==> config.mk <==
export PLATFORM = sky130hd
export DESIGN_NAME = fetch_stage
export DESIGN_NICKNAME = d
export VERILOG_FILES = /design/src/rtl/fetch_stage.sv
export SDC_FILE = /design/constraint.sdc
export NUM_CORES = 1
export LEC_CHECK = 0
export CORE_MARGIN = 10
export CORE_UTILIZATION = 30
export DETAILED_ROUTE_END_ITERATION = 6
export HOLD_SLACK_MARGIN = 0.1
export PLACE_DENSITY = 0.67
export SKIP_LAST_GASP = 1
export SYNTH_ARGS = -nofsm -noshare
export SYNTH_HDL_FRONTEND = slang
export SYNTH_SLANG_ARGS = --single-unit
export TNS_END_PERCENT = 20
==> constraint.sdc <==
create_clock -name clk -period 2.4 [get_ports clk]
set_input_delay 0.72 -clock clk [delete_from_list [all_inputs] [get_ports clk]]
set_output_delay 0.72 -clock clk [all_outputs]
set_load 0.01 [all_outputs]
==> src/rtl/fetch_stage.sv <==
// Fetch stage of the MIPS pipeline: the PC register, the instruction-memory
// address, next-PC selection from the D-stage npcOp, and the F/D register.
module fetch_stage #(
  parameter logic [31:0] PC_INIT = 32'h0000_3000,
  parameter int          IM_AW   = 12
) (
  input  logic             clk,
  input  logic             rst_n,
  input  logic             stall,
  output logic [IM_AW-1:0] im_addr,
  input  logic [31:0]      im_data,
  input  logic [2:0]       d_npc_op,
  input  logic             d_br_taken,
  input  logic [31:0]      d_pc,
  input  logic [15:0]      d_imm16,
  input  logic [25:0]      d_imm26,
  input  logic [31:0]      d_rs_val,
  output logic [31:0]      f_pc,
  output logic [31:0]      fd_instr,
  output logic [31:0]      fd_pc
);

  localparam logic [2:0] NPC_DEFAULT = 3'd0;
  localparam logic [2:0] NPC_B       = 3'd1;
  localparam logic [2:0] NPC_J       = 3'd2;
  localparam logic [2:0] NPC_JR      = 3'd3;

  logic        [31:0] pc;
  logic        [31:0] pc_plus4;
  logic        [31:0] d_pc_plus4;
  logic signed [31:0] br_off;
  logic        [31:0] br_target;
  logic        [31:0] j_target;
  logic        [31:0] npc;

  assign f_pc    = pc;
  assign im_addr = IM_AW'((pc - PC_INIT) >> 2);

  // Targets are relative to the delay-slot address of the instr in D.
  assign pc_plus4   = pc + 32'd4;
  assign d_pc_plus4 = d_pc + 32'd4;
  assign br_off     = {{14{d_imm16[15]}}, d_imm16, 2'b00};
  assign br_target  = d_pc_plus4 + $unsigned(br_off);
  assign j_target   = {d_pc_plus4[31:28], d_imm26, 2'b00};

  always_comb begin
    npc = pc_plus4;
    case (d_npc_op)
      NPC_DEFAULT: npc = pc_plus4;
      NPC_B:       npc = d_br_taken ? br_target : pc_plus4;
      NPC_J:       npc = j_target;
      NPC_JR:      npc = d_rs_val;
      default:     npc = pc_plus4;
    endcase
  end

  // F -> F/D boundary; a stall freezes the PC and the F/D register together.
  always_ff @(posedge clk or negedge rst_n) begin
    if (!rst_n) begin
      pc       <= PC_INIT;
      fd_instr <= 32'h0000_0000;
      fd_pc    <= 32'h0000_0000;
    end else if (!stall) begin
      pc       <= npc;
      fd_instr <= im_data;
      fd_pc    <= pc;
    end
  end

endmodule

==> run_results.csv, run 1 <==
group,metric,value,unit
synthesis,synthesis.nets,934,
final_layout,fin_nets,1358,
synthesis,synth_cells,750,
clock_network,clockRootBuffer,"clkbuf_16",
synthesis,synthTopCellsByArea,"dfrtp_1 34%, mux2_2 9.3%, ha_1 6.8%, xnor2_1 4.6%, mux2i_1 4.3%",
pwr,pwr-share-seq,32.9,%
pwr,p_int,0.004325,W
pwr,irDropWorstVdd,0.2827,mV
setup_path,critPathMaxStageDelay,0.57,ns
pwr,p_clk_share,21.5,%
setup_path,worstPathRequired,2.63,ns
sta,maxSlewViolCount,0,
detailed_routing,drtPass1Iterations,5,
clock_network,h-tree-depth,3,
pwr,p_leak,5.103,nW
setup_path,crit_slowest_cell,"or4b_4",
global_route,grt_pass1_vias,7578,
sta,rsz0062_at_grt,"true",
final_layout,drive_gt1_share,30.20,%
clock_network,cts_hold_buf,0,
detailed_routing,routedWlPerCell,18.14,um
synthesis,netlist.area_leader.share,33.52,%
synthesis,synth.avg_cell_area,9.357,sq um
status,status,"finished with violations",
sta,slew_headroom,67.87,%
place,place_area,0.01112,sq mm
synthesis,ys.flop_type,"dfrtp_1",
pwr,powerDensity,544.6,mW/mm^2
global_route,grt_max_degree,105,
floorplan,num_rows,55,
final_layout,finish.instance_area,0.01188,sq mm
sta,fin_crit,3.473,ns
detailed_routing,drc,0,
synthesis,syn-cell-area,0.007018,sq mm
clock_network,clk_path_buf_depth,2,
setup_path,startpoint_type,"input pin",
job,max-cap-violations,0,
global_route,grt_pass1_wl,41760,um
place,dpl_worst_slack,-1.996,ns
setup_path,critPathMaxFanout,5,
sta,final-setup-viol-count,26,
final_layout,fillers,2099,
clock_network,cts-buffers-inserted,9,
floorplan,coreArea,0.02285,sq mm
global_route,gr-total-overflow,0,
clock_network,numClockSinks,96,
pwr,power_switching,0.002142,W
final_layout,synthToLayoutAreaGrowth,69.21,%
synthesis,synth-warning-count,0,
floorplan,die_w,173.0,um
sta,hold_violations,0,
setup_path,cp-end-kind,"flop",
sta,timing.final.ws_setup,-1.073,ns
floorplan,fp.dieArea,0.02991,sq mm
floorplan,ios,253,
detailed_routing,routed_wl,27080,um
floorplan,initial_core_util,30.72,%
clock_network,insertion_delay,0.34,ns
sta,fmax,288.0,MHz
place,portBuffers,252,
pwr,power_switching_share,33.12,%
synthesis,ys_types,68,
setup_path,path_class,"in2reg",
synthesis,synth.largest_area_cell,"dfrtp_1",
sta,worst_pin_slew,0.4820,ns
floorplan,die_h,173.0,um
status,violations,"negative setup slack",
detailed_routing,detail-route-antenna-nets,0,
place,gp_congestion,0.8786,
global_route,grt_usage,17.08,%
sta,min_period_over_period,144.7,%
clock_network,cts_tree,"done",
global_route,antenna_found_initial,3,
place,dp_hpwl,21940,um
synthesis,ys_seq_elements,96,
hold_path,hp-class,"in2async",
synthesis,synth-edff-count,0,
synthesis,ys_seq_area_share,34.27,%
synthesis,synthArstFlopShare,100.0,%
setup_path,critPathArrivalTime,3.71,ns
detailed_routing,dr.first_iter.drc_count,559,
clock_network,clkSlewWorstSetupHoldPaths,0.07,ns
sta,fin_skew,0.008690,ns
pwr,p_comb_share,45.6,%
setup_path,worstPathCellList,"buf_8 > nand4_4 > or4b_4 > or2_4 > and2b_2 > xor2_1 > ha_1 > a21oi_2 > o21ai_1 > a221oi_2 > o21ba_2 > nor3_2 > a311oi_1 > a21boi_1 > a31o_2",
pwr,finalPower,0.006467,W
detailed_routing,via_per_inst,5.033,
detailed_routing,dr_total_vias,7514,
final_layout,postLayoutCoreUtil,51.98,%
-- critical path: cells and delay by family --
family | cells | cell delay (ns)
XOR/XNOR | 1 | 0.14
adder cells (fa/ha/maj) | 1 | 0.28
AND/OR/NAND/NOR | 5 | 1.21
AO/OA/AOI/OAI | 7 | 1.28
buffers and inverters | 1 | 0.08
-- final cells by class --
cell class | instances | area [sq um] | share of cell area, %
diodes | 1 | 2.502 | 0.02107
clock buffers | 12 | 256.5 | 2.160
clock inverters | 4 | 28.78 | 0.2423
inverters | 21 | 78.83 | 0.6638
multi-input cells | 591 | 4618 | 38.89
flip-flops and latches | 96 | 2405 | 20.25
well taps | 313 | 391.6 | 3.298
repair buffers | 455 | 4094 | 34.47
-- power by group through the flow --
stage	sequential, W	clock [W]	combinational (W)
after floorplan	0.00231	0	0.000987
after global placement	0.00214	0	0.00280
after detailed placement	0.00216	0	0.00283
after CTS	0.00213	0.00142	0.00291
after global routing	0.00217	0.00149	0.00315
final	0.00213	0.00139	0.00295
-- layout by cell type (no fill, tap or decap), drive strengths merged, types with 3 or more instances in the layout --
cell,Yosys,final
dlygate4sd2,0,3
a31o,3,3
a21boi,4,4
o21ai,54,54
o22ai,10,10
a221oi,5,5
and4,8,8
clkdlybuf4s50,0,233
and2,7,7
clkbuf,23,14
nor3,8,8
xnor2,38,38
mux2i,30,30
a31oi,11,11
nand3b,3,3
nor2,44,44
a211oi,5,5
o32ai,8,8
a21o,12,12
mux2,58,58
ha,38,38
o21a,6,6
nand3,23,23
o211ai,4,4
and3,14,14
nand4,18,18
dfrtp,94,94
inv,21,21
nand2,54,54
nand2b,6,6
o221ai,7,7
xor2,19,19
buf,19,217
nor2b,3,3
a21oi,57,57
or2,3,3
-- sequential cells by signal, indices dropped and copies added (netlist names) --
register / cells
f_pc: 32
fd_pc: 32
fd_instr: 32
-- layer usage --
metal / vias up / track usage, % / share of wire [%]
met1: 3573 / 21.44 / 43
met3: 38 / 3.398 / 6.2
li1: 3617 / - / -
met2: 282 / 29.48 / 49
met5: - / 0 / 0.14
met4: 4 / 3.881 / 1.5
-- metrics by stage --
step / std cells / TNS (ns) / hold WS, ns
after floorplan: 750 / -17.62 / 0.4244
after global placement: 1450 / -40.59 / 0.4669
after detailed placement: 1450 / -42.12 / 0.4740
after CTS: 1483 / -19.72 / 0.3079
after global routing: 1492 / -22.86 / 0.3154
final: 1493 / -19.01 / 0.3033
-- cell usage after synthesis (all sizes together) (5+ instances only) --
| cell | instances |
|---|---|
| o221ai | 7 |
| a221oi | 5 |
| nand2 | 54 |
| and2 | 7 |
| clkbuf | 23 |
| o21a | 6 |
| a211oi | 5 |
| o32ai | 8 |
| a21oi | 57 |
| inv | 21 |
| xnor2 | 38 |
| ha | 38 |
| o21ai | 54 |
| mux2 | 58 |
| nand3 | 23 |
| nand2b | 6 |
| and4 | 8 |
| nor3 | 8 |
| nor2 | 44 |
| a21o | 12 |
| a31oi | 11 |
| nand4 | 18 |
| and3 | 14 |
| buf | 19 |
| xor2 | 19 |
| dfrtp | 94 |
| mux2i | 30 |
| o22ai | 10 |
-- cells by family after synthesis --
| logic type | synth area share, % |
|---|---|
| and+or+nand+nor | 14.65 |
| buffers and inverters | 4.083 |
| AOI/OAI and AO/OA | 18.97 |
| DFF | 34.27 |
| muxes | 13.59 |
| adders and majority gates | 7.060 |
| xor gates and xnor gates | 7.381 |
-- path summary, 6_finish.rpt --
| path | depth (start not counted) | start | slack (ns) | endpoint |
|---|---|---|---|---|
| max | 15 | d_pc[4] | -1.07 | f_pc[30] |
| min | 1 | rst_n | 0.30 | fd_pc[19] |
| max reg2reg | 10 | f_pc[3] | -0.01 | f_pc[14] |
| min reg2reg | 2 | fd_pc[4] | 0.48 | fd_pc[4] |
| max in group asynchronous | 2 | rst_n | 1.48 | fd_instr[1] |
| min in group clk | 2 | fd_pc[4] | 0.48 | fd_pc[4] |
-- what timing repair did --
item                                    in CTS  in global routing
pin swaps                                   51                 34
endpoints found under the hold margin        0                  0
buffers inserted                            18                 10
gates resized for setup                     99                 29
endpoints found under the setup margin      30                 27
(Power assumes the default switching activity.)
==> inputs of run 2 (changes only) <==
clock period = 4 ns   (was 2.4 ns; I/O delays follow)
==> run_results.csv, run 2 (same netlist as run 1, synthesis figures left out) <==
group,metric,value,unit
sta,slew_headroom,50.73,%
setup_path,critPathArrivalTime,4.21,ns
global_route,grt_pass1_wl,39920,um
setup_path,cp-end-kind,"flop",
floorplan,ios,253,
sta,final-setup-viol-count,0,
place,dpl_worst_slack,-0.8476,ns
sta,fin_hold_ws,0.4810,ns
detailed_routing,routedWlPerCell,18.15,um
floorplan,coreArea,0.02285,sq mm
sta,tns,0,ns
setup_path,startpoint_type,"input pin",
floorplan,initial_core_util,30.72,%
sta,maxSlewViolCount,0,
place,dp_hpwl,20670,um
final_layout,fillers,2166,
clock_network,clk_path_buf_depth,2,
final_layout,layout_commonest_cell,"clkdlybuf4s50_1",
pwr,finalPower,0.003860,W
sta,worst_pin_slew,0.7333,ns
job,max-cap-violations,0,
sta,timing.final.ws_setup,0.02487,ns
final_layout,synthToLayoutAreaGrowth,61.78,%
clock_network,clkSlewWorstSetupHoldPaths,0.07,ns
floorplan,die_h,173.0,um
setup_path,critPathMaxFanout,5,
hold_path,hp-start,"fd_pc[29]",
clock_network,cts_tree,"done",
global_route,gr-total-overflow,0,
place,portBuffers,252,
setup_path,worstPathCellList,"buf_8 > nand4_4 > or4b_4 > or2_4 > and2b_2 > xor2_1 > ha_1 > a21oi_2 > o21ai_2 > a221oi_2 > o21ba_2 > nor3_2 > a311oi_1 > a21boi_1 > a31o_2",
floorplan,num_rows,55,
setup_path,crit_slowest_cell,"or4b_4",
pwr,powerDensity,340.0,mW/mm^2
final_layout,drive_gt1_share,25.74,%
clock_network,numClockSinks,96,
hold_path,worstHoldEndpoint,"fd_pc[29]",
sta,rsz0062_at_grt,"true",
hold_path,holdPathStages,2,
clock_network,clockRootBuffer,"clkbuf_16",
status,status,"complete, no violations",
global_route,antenna_found_initial,2,
setup_path,reg2reg_to,"f_pc[30]",
detailed_routing,detail-route-antenna-nets,0,
setup_path,worstPathRequired,4.23,ns
sta,fin_crit,3.975,ns
setup_path,cp.buffers_inverters,1,
detailed_routing,dr_total_vias,7104,
detailed_routing,routed_wl,26010,um
pwr,irDropWorstVdd,0.1941,mV
setup_path,reg2reg_from,"f_pc[2]",
final_layout,seq_area,0.002405,sq mm
global_route,grt_max_degree,129,
sta,fin_skew,0.008081,ns
detailed_routing,dr.first_iter.drc_count,547,
sta,hold_violations,0,
global_route,grt_usage,16.42,%
detailed_routing,via_per_inst,4.957,
setup_path,path_class,"in2reg",
clock_network,cts-buffers-inserted,9,
setup_path,reg2reg_slack,1.24,ns
final_layout,multi_input_area,0.004541,sq mm
final_layout,layout_common_cells,"233 x clkdlybuf4s50_1, 143 x buf_4, 94 x dfrtp_1",
hold_path,hp-class,"reg2reg",
setup_path,ff2ff_path_depth,9,
clock_network,cts_hold_buf,0,
final_layout,fin_nets,1298,
clock_network,insertion_delay,0.34,ns
setup_path,crit_family,"compound AO/OA/AOI/OAI gates",
sta,fmax,251.6,MHz
detailed_routing,drtPass1Iterations,4,
detailed_routing,drc,0,
pwr,p_leak,4.826,nW
sta,min_period_over_period,99.38,%
global_route,grt_pass1_vias,7115,
floorplan,fp.dieArea,0.02991,sq mm
floorplan,die_w,173.0,um
clock_network,h-tree-depth,3,
setup_path,critPathMaxStageDelay,0.58,ns
place,gp_congestion,0.8728,
==> run 2: per-layer routing <==
metal	vias to the layer above	wire length [um]	GRT usage (%)
met5	-	13	0
met4	2	245	3.665
met3	16	1333	3.115
met2	213	12510	27.43
met1	3379	11900	21.48
li1	3494	-	-
==> run 2: how the worst max path moves through the flow <==
| stage | cells after the start | to | slack, ns | from |
|---|---|---|---|---|
| 3_5_place_dp | 14 | f_pc[31] | -0.85 | d_pc[4] |
| 6_report | 15 | f_pc[30] | 0.02 | d_pc[4] |
| 4_1_cts | 15 | f_pc[30] | -0.01 | d_pc[14] |
| 5_1_grt | 15 | f_pc[30] | -0.17 | d_pc[4] |
| 3_3_place_gp | 14 | f_pc[31] | -0.81 | d_pc[4] |
| 2_1_floorplan | 15 | f_pc[30] | -0.20 | d_pc[12] |
==> run 2: layout make-up <==
class                      count  share of cell area (%)
clock buffer                  10                   2.105
sequential                    96                   21.18
multi-input combinational    591                   39.99
antenna                        1                 0.02204
timing repair buffer         395                   31.75
tap                          313                   3.449
clock inverter                 6                  0.8045
inverter                      21                  0.6943
==> run 2: what timing repair did <==
item,CTS,global route
pin swaps,22,27
setup endpoints to repair,15,17
gates cloned,0,0
setup buffers,10,6
gates resized for setup,54,52
==> run 2: where the power goes <==
| group | leakage [nW] | switching (W) | total, W | internal [W] |
|---|---|---|---|---|
| sequential | 1.14 | 0.000182 | 0.00133 | 0.00115 |
| clock | 0.163 | 0.000387 | 0.000956 | 0.000569 |
| combinational | 3.52 | 0.000683 | 0.00158 | 0.000892 |
==> run 2: worst register-to-register path, delay by kind of cell (launching register included) <==
| kind | cells | cell delay [ns] |
|---|---|---|
| AO/OA/AOI/OAI | 3 | 0.43 |
| adder cells (fa/ha/maj) | 1 | 0.25 |
| flip-flops | 1 | 0.52 |
| XOR/XNOR | 1 | 0.18 |
| AND/OR/NAND/NOR | 4 | 1.28 |
==> run 2: metrics by stage <==
stage | util [%] | std cells | instance area (sq um)
finish | 49.69 | 1433 | 11350
global route | 49.68 | 1432 | 11350
CTS | 48.78 | 1426 | 11140
detailed placement | 46.84 | 1400 | 10700
global placement | 46.84 | 1400 | 10700
floorplan | - | 750 | 7022
